==> src/rtl/alu_issue_fsm.sv <==
// ---------------------------------------------------------------------------
// alu_issue_fsm
//   Instruction-side driver for an external combinational 16-bit ALU.
//   Sequence per instruction: FETCH -> READ -> EXEC -> WB -> FETCH.
//   Accepts one 16-bit word per valid/ready handshake and reads Rdest/Rsrc
//   from the register file. It drives the ALU operands and opcode, captures
//   the result and flags, writes the result back, and maintains the 5-bit
//   PSR {N,Z,F,L,C}.
//
// Ports
//   clk, rst_n               clock (rising edge), async active-low reset
//   instr_valid/instr        instruction word offer
//   instr_ready              high in FETCH, from the first edge after reset
//   rf_raddr_a/rf_raddr_b    Rdest / Rsrc read addresses (driven in READ)
//   rf_rdata_a/rf_rdata_b    read data, valid one cycle after address
//   rf_we/rf_waddr/rf_wdata  writeback port (driven in WB)
//   alu_a/alu_b/alu_op       ALU inputs (non-zero only in EXEC)
//   alu_out/alu_flags        ALU result and flags {N,Z,F,L,C}
//   psr                      processor status register
//   done                     one-cycle pulse per retired legal instruction
//   illegal                  one-cycle pulse per undecodable instruction
// ---------------------------------------------------------------------------
module alu_issue_fsm #(
  parameter int REG_AW = 4,
  parameter int DATA_W = 16
) (
  input  logic              clk,
  input  logic              rst_n,
  input  logic              instr_valid,
  input  logic [15:0]       instr,
  output logic              instr_ready,
  output logic [REG_AW-1:0] rf_raddr_a,
  output logic [REG_AW-1:0] rf_raddr_b,
  input  logic [DATA_W-1:0] rf_rdata_a,
  input  logic [DATA_W-1:0] rf_rdata_b,
  output logic              rf_we,
  output logic [REG_AW-1:0] rf_waddr,
  output logic [DATA_W-1:0] rf_wdata,
  output logic [DATA_W-1:0] alu_a,
  output logic [DATA_W-1:0] alu_b,
  output logic [7:0]        alu_op,
  input  logic [DATA_W-1:0] alu_out,
  input  logic [4:0]        alu_flags,
  output logic [4:0]        psr,
  output logic              done,
  output logic              illegal
);

  typedef enum logic [1:0] {S_FETCH, S_READ, S_EXEC, S_WB} state_t;

  state_t              r_state;
  state_t              w_next_state;
  logic                r_rdy_en;   // keeps instr_ready low until the first edge after reset
  logic [15:0]         r_instr;
  logic [DATA_W-1:0]   r_result;
  logic [4:0]          r_flags;
  logic [4:0]          r_psr;

  logic [3:0]          w_opc;
  logic [3:0]          w_ext;
  logic [7:0]          w_op;
  logic                w_legal;
  logic                w_is_imm;
  logic                w_swap;      // CMP/MOV/NOT take Rsrc/imm as A and Rdest as B
  logic                w_wb;
  logic                w_psr_upd;
  logic [DATA_W-1:0]   w_imm;
  logic [DATA_W-1:0]   w_src;
  logic                w_accept;

  assign w_opc    = r_instr[15:12];
  assign w_ext    = r_instr[7:4];
  assign w_accept = instr_valid & instr_ready;
  assign psr      = r_psr;

  // ---------------- state register ----------------
  // NOTE: sequential state uses non-blocking (<=) so every flop samples
  // pre-edge values regardless of statement order.
  always_ff @(posedge clk or negedge rst_n) begin
    if (!rst_n) r_state <= S_FETCH;
    else        r_state <= w_next_state;
  end

  // ---------------- next-state logic ----------------
  always_comb begin
    // NOTE: a default assignment at the top of every always_comb guarantees
    // no path leaves a signal unassigned, so no latch is inferred.
    w_next_state = r_state;
    case (r_state)
      S_FETCH: if (w_accept) w_next_state = S_READ;
      S_READ:  w_next_state = S_EXEC;
      S_EXEC:  w_next_state = S_WB;
      S_WB:    w_next_state = S_FETCH;
      default: w_next_state = S_FETCH;
    endcase
  end

  // ---------------- datapath registers ----------------
  always_ff @(posedge clk or negedge rst_n) begin
    if (!rst_n) begin
      r_rdy_en <= 1'b0;
      r_instr  <= '0;
      r_result <= '0;
      r_flags  <= '0;
      r_psr    <= '0;
    end else begin
      r_rdy_en <= 1'b1;
      if (r_state == S_FETCH && w_accept) r_instr <= instr;
      if (r_state == S_EXEC) begin
        r_result <= alu_out;
        r_flags  <= alu_flags;
      end
      if (r_state == S_WB && w_legal && w_psr_upd) r_psr <= r_flags;
    end
  end

  // ---------------- decode of the latched word ----------------
  always_comb begin
    w_op      = '0;
    w_legal   = 1'b0;
    w_is_imm  = 1'b0;
    w_swap    = 1'b0;
    w_wb      = 1'b0;
    w_psr_upd = 1'b0;
    w_imm     = '0;
    case (w_opc)
      4'h0: begin
        w_op = {w_opc, w_ext};
        case (w_ext)
          4'h1, 4'h2, 4'h3, 4'h5, 4'h7, 4'h9, 4'hB, 4'hD: begin
            w_legal   = 1'b1;
            w_wb      = (w_ext != 4'hB);
            w_swap    = (w_ext == 4'h7) || (w_ext == 4'hB) || (w_ext == 4'hD);
            w_psr_upd = (w_ext == 4'h5) || (w_ext == 4'h9) || (w_ext == 4'hB);
          end
          default: ;
        endcase
      end
      4'h8: begin
        w_op = {w_opc, w_ext};
        if (w_ext == 4'h4 || w_ext == 4'h6) begin
          w_legal = 1'b1;
          w_wb    = 1'b1;
        end
      end
      4'h1, 4'h2, 4'h3: begin
        // logical immediates are zero-extended
        w_op     = {4'b0000, w_opc};
        w_legal  = 1'b1;
        w_is_imm = 1'b1;
        w_wb     = 1'b1;
        w_imm    = {{(DATA_W-8){1'b0}}, r_instr[7:0]};
      end
      4'h5, 4'h9, 4'hB, 4'hD: begin
        // arithmetic / compare / move immediates are sign-extended
        w_op      = {4'b0000, w_opc};
        w_legal   = 1'b1;
        w_is_imm  = 1'b1;
        w_wb      = (w_opc != 4'hB);
        w_swap    = (w_opc == 4'hB) || (w_opc == 4'hD);
        w_psr_upd = (w_opc != 4'hD);
        w_imm     = {{(DATA_W-8){r_instr[7]}}, r_instr[7:0]};
      end
      default: ;
    endcase
  end

  assign w_src = w_is_imm ? w_imm : rf_rdata_b;

  // ---------------- outputs ----------------
  always_comb begin
    instr_ready = 1'b0;
    rf_raddr_a  = '0;
    rf_raddr_b  = '0;
    rf_we       = 1'b0;
    rf_waddr    = '0;
    rf_wdata    = '0;
    alu_a       = '0;
    alu_b       = '0;
    alu_op      = '0;
    done        = 1'b0;
    illegal     = 1'b0;
    case (r_state)
      S_FETCH: instr_ready = r_rdy_en;
      S_READ: begin
        rf_raddr_a = REG_AW'(r_instr[11:8]);
        rf_raddr_b = REG_AW'(r_instr[3:0]);
      end
      S_EXEC: begin
        if (w_legal) begin
          alu_op = w_op;
          alu_a  = w_swap ? w_src : rf_rdata_a;
          alu_b  = w_swap ? rf_rdata_a : w_src;
        end
      end
      S_WB: begin
        rf_we    = w_legal & w_wb;
        rf_waddr = REG_AW'(r_instr[11:8]);
        rf_wdata = r_result;
        done     = w_legal;
        illegal  = ~w_legal;
      end
      default: ;
    endcase
  end

endmodule

==> config.mk <==
export PLATFORM = sky130hd
export DESIGN_NAME = alu_issue_fsm
export DESIGN_NICKNAME = d
export VERILOG_FILES = /design/src/rtl/alu_issue_fsm.sv
export SDC_FILE = /design/constraint.sdc
export NUM_CORES = 1
export LEC_CHECK = 0
export CAP_MARGIN = 30
export CORE_AREA = 4 4 101 103
export DETAILED_ROUTE_END_ITERATION = 12
export DIE_AREA = 0 0 105 107
export GPL_TIMING_DRIVEN = 0
export MAX_ROUTING_LAYER = met4
export PLACE_DENSITY = 0.73
export SYNTH_ARGS = -nofsm -noshare
export SYNTH_HDL_FRONTEND = slang
export SYNTH_SLANG_ARGS = --single-unit
==> constraint.sdc <==
create_clock -name clk -period 1.7 [get_ports clk]
set_input_delay 0.17 -clock clk [delete_from_list [all_inputs] [get_ports clk]]
set_output_delay 0.17 -clock clk [all_outputs]
set_load 0.05 [all_outputs]
==> summary.txt <==
Outcome
  • Status: finished with violations
  • Failing checks: negative setup slack

Placement
  • GP Congestion: 0.829
  • Port-buffer cells: 145
  • Placed insts: 624
  • Post-DP HPWL: 9080 µm

CTS
  • CTS buffer count: 5
  • Worst-Skew Late Latency: 0.29 ns
  • CTS sink cnt: 45
  • CTS Root Cell: clkbuf_8
  • Clock Tree Buf Depth: 2
  • H-tree depth: 2
  • TritonCTS clock tree: built
  • Clk slew on worst S/H paths: 0.08 ns

Synth
  • Async SR Flop Fraction: 100%
  • Yosys top cell area share: 31.0%
  • Synth Register Bits: 45
  • EDFF count, synth: 0
  • Yosys warnings: 0
  • Primary FF master, synth: dfrtp_1
  • Cells after synthesis: 365
  • Most frequent cell after synthesis: dfrtp_1
  • Cell taking the most area after synthesis: dfrtp_1
  • Seq/Total Area, Yosys: 31.0%
  • Top cells by count, synth: dfrtp_1, mux2_2, and2_1
  • Avg Cell Area, Syn: 9.94 µm²
  • Cell Area, Synth: 0.00363 mm²
  • Yosys cell types: 60
  • Ranking of synthesized cells by area: dfrtp_1, mux2_2, and2_1, mux2i_1, nand3_1

Route
  • Vias: 3867
  • DR pass1 iterations: 5
  • ANT nets after route: 0
  • Drt via density: 5.74
  • Drt drc: 0
  • Drt wl/cell: 21.0 µm
  • DR iter-0 viols: 163
  • Post-Route WL: 14100 µm

STA
  • Tightest Pin Transition: 0.549 ns
  • Max_slew headroom: 63.4%
  • Final setup vio count: 40
  • Smallest hold slack: 0.325 ns
  • Final min period: 2.43 ns
  • Final Cycle Share: 143%
  • Unrepaired setup endpoints after global routing: yes
  • Endpoints failing hold: 0
  • Fin worst setup slack: -0.728 ns
  • Worst Clk Skew: 0.00372 ns
  • Fmax: 412 MHz
  • Pins Over Slew Limit: 0

Critical path
  • Startpoint types: flip-flop
  • Max FO, Critical Path: 5
  • Worst R2R Path Depth: 5
  • Setup CP Type: reg -> out
  • Arrival time of the worst setup path: 2.26 ns
  • Worst setup EP type: output port
  • CP Data Required Time: 1.53 ns

Finish
  • Net count, final: 638
  • FILL cells: 584
  • Share of cells above drive strength 1: 54.0%
  • Seq. cell area: 0.00113 mm²
  • Ant. Diodes: 0
  • Post-Layout Cell Count: 674
  • Area growth syn-to-layout: 93.6%
  • Multi-input combinational cell area: 0.00322 mm²

Floorplan
  • Initial core utilization: 39.5%
  • I/O Pins: 149
  • Core Region: 0.00920 mm²
  • Die area: 0.0112 mm²
  • Row cnt: 35
  • Die Wd: 105 µm
  • Die H: 107 µm

Power
  • Tot Pwr: 15.1 mW
  • Leak: 2.84 nW
  • Peak VDD IR: 1110 µV
  • Pwr dens: 2150 mW/mm²

Global routing
  • Total track usage: 24.2%
  • Initial antenna violation count: 0
  • First-pass GRT wire length: 21600 µm
  • Total congestion overflow: 0
  • Largest net degree at the start of global routing: 31
  • Vias in the first global route: 4113

Min path
  • Min-Delay Path Class: in -> async

Flow run
  • Max-cap viol count: 0
cell families (layout without fill, tap and decap cells):
| logic type | Yosys count | in the layout | share of synthesized area, % |
|---|---|---|---|
| AOI/OAI and AO/OA | 89 | 89 | 21.5 |
| xor gates and xnor gates | 2 | 2 | 0.483 |
| adders and majority gates | 4 | 4 | 1.38 |
| buffers and inverters | 47 | 243 | 7.38 |
| DFF | 45 | 45 | 31.0 |
| muxes | 54 | 54 | 16.2 |
| other | 2 | 4 | 0.207 |
| and+or+nand+nor | 122 | 122 | 21.8 |
cells in the final DEF (no fill, tap or decap), types with 6 or more instances in the layout:
master	count
o311ai_4	16
buf_2	12
mux2i_4	16
and3_1	9
nor3_4	11
buf_6	76
clkdlybuf4s50_1	74
a21oi_4	8
nor4_4	10
nand2_1	9
nand3b_1	8
a31o_2	8
buf_4	28
o211a_1	6
dfrtp_1	40
and2_1	27
o311a_1	8
inv_1	6
clkbuf_2	7
o211ai_1	6
a21oi_1	10
nand3_1	18
buf_12	14
mux2_2	38
buf_8	6
power by group:
group,switching (mW),internal (mW),total (mW),leakage [nW]
clock,0.348,0.285,0.633,0.0450
combinational,7.14,5.28,12.4,2.28
sequential,0.419,1.61,2.03,0.511
per-stage QoR:
stage	utilization, %	worst slack (ns)	TNS (ns)	instance area (µm²)
after detailed placement	63.3	-1.36	-64.20	5820
after global placement	63.2	-1.30	-96.82	5810
final	76.4	-0.728	-26.56	7020
after CTS	74.3	-0.692	-25.14	6840
after global routing	76.4	-0.800	-29.83	7020
after floorplan	-	-0.488	-14.41	4220
flip-flops by register name, indices dropped and copies added (netlist names):
signal    count
r_flags       5
r_result     16
r_instr      16
r_state       2
r_rdy_en      1
psr           5
worst max-delay path: stages, from the launching register on:
cell       delay [ns]
dfrtp_1          0.42
nand4bb_4        0.27
nor4_4           0.34
buf_6            0.19
o31ai_4          0.14
buf_12           0.18
buf_12           0.13
a21oi_4          0.12
buf_6            0.17
final cells by class:
type | count | share of cell area (%)
Buffer | 36 | 5.33
Clock buffer | 6 | 1.03
Clock inverter | 2 | 0.143
Inverter | 8 | 0.481
Multi-Input combinational cell | 275 | 45.8
Sequential cell | 45 | 16.1
Tap cell | 111 | 1.98
Timing Repair Buffer | 191 | 29.1
timing repair:
action | CTS | global route
cloned | 2 | 1
resized for setup | 551 | 39
pin swaps | 19 | 23
buffers inserted | 31 | 16
endpoints found under the hold margin | 15 | 0
endpoints found under the setup margin | 90 | 83
hold buffers | 1 | 0
worst paths after layout:
check / from / end / slack, ns
hold / removal: rst_n / r_result[4] / 0.32
min in group clk: alu_flags[4] / r_flags[4] / 0.48
setup / recovery: r_instr[7] / alu_a[3] / -0.73
setup reg to reg: r_instr[15] / psr[4] / 0.04
max in group asynchronous: rst_n / r_instr[15] / 0.87
hold reg to reg: r_result[0] / r_result[0] / 0.51
metal layers:
layer	up-vias	track usage [%]	share of wire (%)
met5	-	-	0
met4	0	5.90	2.2
met3	28	4.52	6.7
met2	192	42.3	52
met1	1879	29.0	39
li1	1768	-	-
(Power assumes the default switching activity.)
